### src/rtl/dir_deser_pkg.sv
// Shared definitions for the direction deserializer: counter sizing and FSM state encoding.
package dir_pkg;

  // Bit counter width; never narrower than one bit.
  function automatic int cnt_width(input int size);
    return (size <= 2) ? 1 : $clog2(size);
  endfunction

  typedef enum logic {
    ST_COLLECT = 1'b0,
    ST_HOLD    = 1'b1
  } state_t;

endpackage

### src/rtl/dir_deser_if.sv
// Serial input and parallel word output bundle for the direction deserializer.
interface dir_deser_if #(
  parameter int SIZE = 4
);
  logic              in_bit;
  logic              in_valid;
  logic              in_last;
  logic              in_ready;
  logic [SIZE-1:0]   out_desc;
  logic [0:SIZE-1]   out_asc;
  logic [SIZE-1:0]   out_rev;
  logic [2*SIZE-1:0] out_cat;
  logic              out_valid;
  logic              out_ready;
  logic              frame_err;

  modport slave (
    input  in_bit, in_valid, in_last, out_ready,
    output in_ready, out_desc, out_asc, out_rev, out_cat, out_valid, frame_err
  );

  modport master (
    output in_bit, in_valid, in_last, out_ready,
    input  in_ready, out_desc, out_asc, out_rev, out_cat, out_valid, frame_err
  );
endinterface

### src/rtl/dir_deser_bit_rev.sv
// Purely combinational bit-order reversal; shared with the serializer side.
module bit_rev #(
  parameter int W = 4
) (
  input  logic [W-1:0] din,
  output logic [W-1:0] dout
);
  for (genvar i = 0; i < W; i++) begin : g_rev
    assign dout[i] = din[W-1-i];
  end
endmodule

### src/rtl/dir_deser.sv
// Serial-to-parallel deserializer: collects SIZE bits per framed word and
// presents the word in descending, ascending, reversed and concatenated form.
module dir_deser
  import dir_pkg::*;
#(
  parameter int SIZE      = 4,
  parameter bit MSB_FIRST = 1'b1
) (
  input logic       clk,
  input logic       rst_n,
  dir_deser_if.slave bus
);
  localparam int              CNT_W    = cnt_width(SIZE);
  localparam logic [CNT_W-1:0] LAST_CNT = CNT_W'(SIZE - 1);

  if (SIZE < 2 || SIZE > 64) begin : g_size_check
    $error("dir_deser: SIZE must be within 2..64");
  end

  state_t           state;
  logic [CNT_W-1:0] cnt;
  logic [SIZE-1:0]  sr;
  logic [SIZE-1:0]  sr_next;
  logic [SIZE-1:0]  word;
  logic [SIZE-1:0]  word_rev;
  logic             frame_err;
  logic             out_valid;
  logic             accept;
  logic             at_last;
  logic             good_word;
  logic             bad_frame;

  assign out_valid    = (state == ST_HOLD);
  assign bus.in_ready = !out_valid || bus.out_ready;
  assign accept       = bus.in_valid && bus.in_ready;
  assign at_last      = (cnt == LAST_CNT);
  assign good_word    = accept && bus.in_last && at_last;
  // A frame is bad when in_last and the final-slot position disagree.
  assign bad_frame    = accept && (bus.in_last != at_last);

  if (MSB_FIRST) begin : g_msb_first
    assign sr_next = {sr[SIZE-2:0], bus.in_bit};
  end else begin : g_lsb_first
    assign sr_next = {bus.in_bit, sr[SIZE-1:1]};
  end

  // NOTE: state is written only with non-blocking assignments so every
  // register samples pre-edge values regardless of statement order.
  always_ff @(posedge clk) begin
    if (!rst_n) begin
      state     <= ST_COLLECT;
      cnt       <= '0;
      sr        <= '0;
      word      <= '0;
      frame_err <= 1'b0;
    end else begin
      frame_err <= bad_frame;

      if (accept) begin
        if (good_word || bad_frame) begin
          cnt <= '0;
          sr  <= '0;
        end else begin
          cnt <= cnt + CNT_W'(1);
          sr  <= sr_next;
        end
      end

      // A word completing on the consume edge reloads with no bubble.
      if (good_word) begin
        word  <= sr_next;
        state <= ST_HOLD;
      end else if (out_valid && bus.out_ready) begin
        state <= ST_COLLECT;
      end
    end
  end

  bit_rev #(.W(SIZE)) u_bit_rev (
    .din  (word),
    .dout (word_rev)
  );

  assign bus.out_desc  = word;
  assign bus.out_asc   = word;
  assign bus.out_rev   = word_rev;
  assign bus.out_cat   = {word, word_rev};
  assign bus.out_valid = out_valid;
  assign bus.frame_err = frame_err;

endmodule
### src/flat_wrapper.sv
// flat-port wrapper written by rule: the top's interface ports become plain ports
module dir_deser_flat import dir_pkg::*;
#(
  parameter int SIZE      = 4,
  parameter bit MSB_FIRST = 1'b1
)
  (clk, rst_n, bus_in_bit, bus_in_valid, bus_in_last, bus_out_ready, bus_in_ready, bus_out_desc, bus_out_asc, bus_out_rev, bus_out_cat, bus_out_valid, bus_frame_err);
  dir_deser_if #(.SIZE(SIZE)) bus_i ();
  input logic clk;
  input logic rst_n;
  input wire logic [$bits(bus_i.in_bit)-1:0] bus_in_bit;
  input wire logic [$bits(bus_i.in_valid)-1:0] bus_in_valid;
  input wire logic [$bits(bus_i.in_last)-1:0] bus_in_last;
  input wire logic [$bits(bus_i.out_ready)-1:0] bus_out_ready;
  output wire logic [$bits(bus_i.in_ready)-1:0] bus_in_ready;
  output wire logic [$bits(bus_i.out_desc)-1:0] bus_out_desc;
  output wire logic [$bits(bus_i.out_asc)-1:0] bus_out_asc;
  output wire logic [$bits(bus_i.out_rev)-1:0] bus_out_rev;
  output wire logic [$bits(bus_i.out_cat)-1:0] bus_out_cat;
  output wire logic [$bits(bus_i.out_valid)-1:0] bus_out_valid;
  output wire logic [$bits(bus_i.frame_err)-1:0] bus_frame_err;
  assign bus_i.in_bit = bus_in_bit;
  assign bus_i.in_valid = bus_in_valid;
  assign bus_i.in_last = bus_in_last;
  assign bus_i.out_ready = bus_out_ready;
  assign bus_in_ready = bus_i.in_ready;
  assign bus_out_desc = bus_i.out_desc;
  assign bus_out_asc = bus_i.out_asc;
  assign bus_out_rev = bus_i.out_rev;
  assign bus_out_cat = bus_i.out_cat;
  assign bus_out_valid = bus_i.out_valid;
  assign bus_frame_err = bus_i.frame_err;
  dir_deser #(.SIZE(SIZE), .MSB_FIRST(MSB_FIRST)) u_core (.clk(clk), .rst_n(rst_n), .bus(bus_i));
endmodule
### config.mk
export PLATFORM = sky130hd
export DESIGN_NAME = dir_deser_flat
export DESIGN_NICKNAME = d
export VERILOG_FILES = /design/src/rtl/dir_deser_pkg.sv /design/src/rtl/dir_deser_if.sv /design/src/rtl/dir_deser_bit_rev.sv /design/src/rtl/dir_deser.sv /design/src/flat_wrapper.sv
export SDC_FILE = /design/constraint.sdc
export NUM_CORES = 1
export LEC_CHECK = 0
export BUFFER_PORTS_ARGS = -buffer_cell sky130_fd_sc_hd__buf_2
export CAP_MARGIN = 15
export CORE_MARGIN = 1
export CORE_UTILIZATION = 35
export CTS_CLUSTER_SIZE = 20
export DETAILED_ROUTE_END_ITERATION = 10
export GPL_TIMING_DRIVEN = 0
export PLACE_DENSITY = 0.64
export SKIP_CTS_REPAIR_TIMING = 1
export SYNTH_ARGS = -nofsm -noshare
export SYNTH_HDL_FRONTEND = slang
export SYNTH_SLANG_ARGS = --single-unit
### constraint.sdc
create_clock -name clk -period 2.5 [get_ports clk]
set_input_delay 0.375 -clock clk [delete_from_list [all_inputs] [get_ports clk]]
set_output_delay 0.375 -clock clk [all_outputs]
set_load 0.005 [all_outputs]
Word-level counts from Yosys, hierarchy flattened

Cells that the tools add are included.

Multiplexer cells: 4
Eq/ne operators: 2
Add/sub/neg operators: 1
Reductions and logical operators: 9

Operators by type and width:

| kind                  | count |
|---|---|
| $logic_and A1 B1 Y1   | 5 |
| $mux W3               | 1 |
| $add A2 B1 Y2 const B | 1 |
| $eq A2 B2 Y1 const B  | 1 |
| $logic_or A1 B1 Y1    | 2 |
| $mux W1               | 2 |
| $mux W2               | 1 |
| $reduce_bool A2 Y1    | 1 |
| $logic_not A1 Y1      | 1 |
| $ne A1 B1 Y1          | 1 |

Register bits: 11
Input bits: 6
Output and inout port bits: 23
Logic and storage cells: 21

Longest topological paths before layout

Depth after elaboration: 7
Gate-level depth with buffers: 5
Depth with buffers taken out: 4

Hierarchy

From an unflattened synthesis, not the netlist that was laid out.

Cell total of the unflattened synthesis: 67
Area, all modules: 596.8 um^2

Modules (own cells, without submodules):

| module    | area an instance (um^2) | cells an instance | times used | seq. area each (um^2) |
|---|---|---|---|---|
| dir_deser | 566.8                   | 63                | 1          | 220.2 |
| bit_rev   | 30.0                    | 4                 | 1          | 0.0 |

Worst setup path after synthesis

No wires, ideal clock.

Path kind: register -> register
Start point: reg u_core.state (netlist: u_core.bus.out_valid)
End point: reg u_core.word[3] (netlist: u_core.bus.out_asc[0])
Arrival: 1.033 ns
Required time: 2.428 ns
Library setup time: 0.072 ns
Stages on the path, launching flop included: 5
Path buffers: 1
Clock period less this slack: 1.104 ns
Path slack: 1.396 ns
Cells stage by stage: dfxtp_1 > nor2b_1 > buf_4 > nor3_4 > mux2i_1

Cells in the longest elaborated chain, start to end: 5

Ends and longest elaborated chain:

| element                          | RTL line        | source |
|---|---|---|
| from (decl)                      | dir_deser.sv:20 | `state_t state;` |
| from (signal assigned)           | dir_deser.sv:51 | `state <= ST_COLLECT;` |
| from (signal assigned)           | dir_deser.sv:72 | `state <= ST_HOLD;` |
| from (signal assigned)           | dir_deser.sv:74 | `state <= ST_COLLECT;` |
| $logic_not A1 Y1                 | dir_deser.sv:34 | `assign bus.in_ready = !out_valid \|\| bus.out_ready;` |
| $logic_or A1 B1 Y1               | dir_deser.sv:34 |  |
| $logic_and A1 B1 Y1              | dir_deser.sv:35 | `assign accept = bus.in_valid && bus.in_ready;` |
| $logic_and A1 B1 Y1 (2 in a row) | dir_deser.sv:37 | `assign good_word = accept && bus.in_last && at_last;` |
| to (signal assigned)             | dir_deser.sv:71 | `word <= sr_next;` |
| to (decl)                        | dir_deser.sv:24 | `logic [SIZE-1:0] word;` |

Every way passes these cells.
A chain may end at the register's enable or synchronous reset.

Final worst setup path

Start point: reg u_core.state (netlist: u_core.bus.out_valid)
End point: out bus_in_ready

Cells in the longest elaborated chain, start to end: 2

Ends and longest elaborated chain:

| element            | RTL line           | source |
|---|---|---|
| $logic_not A1 Y1   | dir_deser.sv:34    |  |
| $logic_or A1 B1 Y1 | dir_deser.sv:34    |  |
| to (decl)          | flat_wrapper.sv:15 | `output wire logic [$bits(bus_i.in_ready)-1:0] bus_in_ready;` |

Every way passes these cells.

==> flow_metrics.env <==
export IMPL_grt_pass1_wl_um=1900
export IMPL_synth_top_area_cell="dfxtp_1"
export IMPL_synthTopCellsByCount="buf_4 (17), dfxtp_1 (11), nand2_1 (10)"
export IMPL_min_period_ns=1.51
export IMPL_cts_buffers_inserted=3
export IMPL_whs_ns=0.381
export IMPL_status="finished clean"
export IMPL_drc=0
export IMPL_path_delay_family="buffers and inverters"
export IMPL_seq_area_frac_synth_pct=37.1
export IMPL_critPathMaxFanout=9
export IMPL_hpwl_um=837
export IMPL_core_sq_um=1540
export IMPL_max_stage_delay_ns=0.30
export IMPL_cp_required_ns=2.12
export IMPL_gp_congestion=0.760
export IMPL_path_buf_inv=3
export IMPL_drtPass1Iterations=4
export IMPL_end_kind="output pin"
export IMPL_tritoncts="built"
export IMPL_clock_latency_ns=0.26
export IMPL_die_w_um=43.2
export IMPL_die_area_sq_um=1860
export IMPL_synth_area_leaders="dfxtp_1 (37%), buf_4 (22%), mux2i_1 (6.8%)"
export IMPL_wire_per_inst_um=9.43
export IMPL_wl_um=1090
export IMPL_drtAntennaViolNets=0
export IMPL_synthArstFlopShare_pct=0
export IMPL_htreeDepth=1
export IMPL_regArea_sq_um=220
export IMPL_synth_cell_type_count=18
export IMPL_synthCells=67
export IMPL_io_buffers=28
export IMPL_skew_ns=0.00121
export IMPL_first_global_vias=433
export IMPL_syn_nets=74
export IMPL_grt_max_degree=11
export IMPL_clk_path_buf_depth=2
export IMPL_path_clk_slew_ns=0.06
export IMPL_power_density_nw_per_um2=402
export IMPL_synthMostInstantiatedCell="buf_4"
export IMPL_stdcell_count=115
export IMPL_yosysWarnings=0
export IMPL_ys_seq_elements=11
export IMPL_fmax_mhz=660
export IMPL_drive_above_1_share_pct=50.5
export IMPL_setup_violations=0
export IMPL_avgViaCountPerCell=4.57
export IMPL_syn2layout_area_growth_pct=31.4
export IMPL_antenna_found_initial=0
export IMPL_yosysTopAreaCellShare_pct=37.1
export IMPL_ir_drop_mv=0.405
export IMPL_diodes=0
export IMPL_rsz0062_at_grt="no"
export IMPL_multiInputGateArea_sq_um=234
export IMPL_leakage_nw=0.407
export IMPL_slew_limit_headroom_pct=73.5
export IMPL_setup_tns_ns=0
export IMPL_path_cells="nor2b_1 -> buf_4 -> inv_1 -> buf_2"
export IMPL_slew_violations=0
export IMPL_synth_edff_count=0
export IMPL_mappedNetlistArea_sq_um=593
export IMPL_dieHeight_um=43.2
export IMPL_hold_viol_final=0
export IMPL_worstPathArrival_ns=1.14
export IMPL_rows=14
export IMPL_grt_util_all_layers_pct=13.7
export IMPL_worst_pin_slew_ns=0.398
export IMPL_clkSinkCount=11
export IMPL_dr_total_vias=526
export IMPL_initial_core_util_pct=38.5
export IMPL_hold_class="in2reg"
export IMPL_fin_crit_sh_pct=60.6
export IMPL_n_fill_cell=164
export IMPL_grt_overflow=0
export IMPL_cp_slowest_cell="dfxtp_1"
export IMPL_max_cap_violations=0
export IMPL_dpl_cell_count=111
export IMPL_ys_flop_type="dfxtp_1"
export IMPL_ctsRootBufferMaster="clkbuf_4"
export IMPL_path_class="reg2out"
export IMPL_layout_nets=107
export IMPL_io_pin_count=29
export IMPL_start_kind="register"
export IMPL_drtIter0Drc=11
export IMPL_synth_area_per_cell_sq_um=8.85
-- state kept, by name, summed over array words and instances, names as in the netlist --
| signal | count |
|---|---|
| u_core.bus.out_asc | 4 |
| u_core.sr | 3 |
| u_core.cnt | 2 |
| u_core.bus.frame_err | 1 |
| u_core.bus.out_valid | 1 |
-- tightest hold or removal path, cell delays in order --
cell	delay, ns
buf_2	0.11
nand2_1	0.05
mux2i_1	0.06
-- final cells by class --
type / count / share of cell area, %
Clock buffer: 4 / 3.37
Buffer: 18 / 16.9
Tap cell: 16 / 2.57
Sequential cell: 11 / 28.3
Multi-Input combinational cell: 36 / 30.0
Timing Repair Buffer: 28 / 18.0
Inverter: 2 / 0.963
-- report_power, final --
group / internal, mW / switching [mW]
Clock: 0.0616 / 0.0521
Combinational: 0.00814 / 0.0118
Sequential: 0.178 / 0.00164
Total: 0.248 / 0.0656
-- through the flow --
step           area (sq um)  utilization, %  total power [mW]  worst slack [ns]
5_1_grt                 779            50.6             0.335             0.870
6_report                779            50.6             0.313             0.986
3_5_place_dp            753            48.9             0.204              1.12
4_1_cts                 779            50.6             0.320             0.975
2_1_floorplan           593               -             0.193              1.40
3_3_place_gp            753            48.9             0.203              1.13
-- cell usage in the layout (no fill, tap or decap), types with 2 or more instances in the layout --
cell	synthesis	layout
clkbuf_1	1	2
buf_2	0	28
clkbuf_4	0	3
dfxtp_1	11	11
o21ai_0	5	5
nand4_1	4	4
mux2i_1	4	4
a21boi_0	5	5
buf_4	17	17
nand2_1	10	10
-- final timing paths --
path | cells after the start | startpoint | slack, ns | to
hold / removal | 3 | bus_in_bit | 0.38 | u_core.bus.out_asc[3]
setup / recovery | 4 | u_core.bus.out_valid | 0.99 | bus_in_ready
hold reg to reg | 2 | u_core.sr[2] | 0.47 | u_core.bus.out_asc[0]
setup reg to reg | 4 | u_core.cnt[0] | 1.25 | u_core.bus.out_asc[0]
-- layer usage --
layer | GRT usage, % | share of wire (%) | vias to the layer above
met1 | 17.8 | 45 | 227
li1 | - | - | 276
met3 | 5.11 | 7.5 | 2
met2 | 20.3 | 46 | 21
met5 | 0 | 0 | -
met4 | 5.45 | 0.92 | 0
-- cell families after synthesis --
logic type / count (synthesis) / synth area share [%]
XOR/XNOR: 1 / 1.48
AND/OR/NAND/NOR: 19 / 17.3
buffers and inverters: 20 / 23.4
AO/OA/AOI/OAI: 11 / 11.8
multiplexers: 4 / 6.75
adder cells (fa/ha/maj): 1 / 2.11
flip-flops: 11 / 37.1
Power figures use the tool's default switching activity.
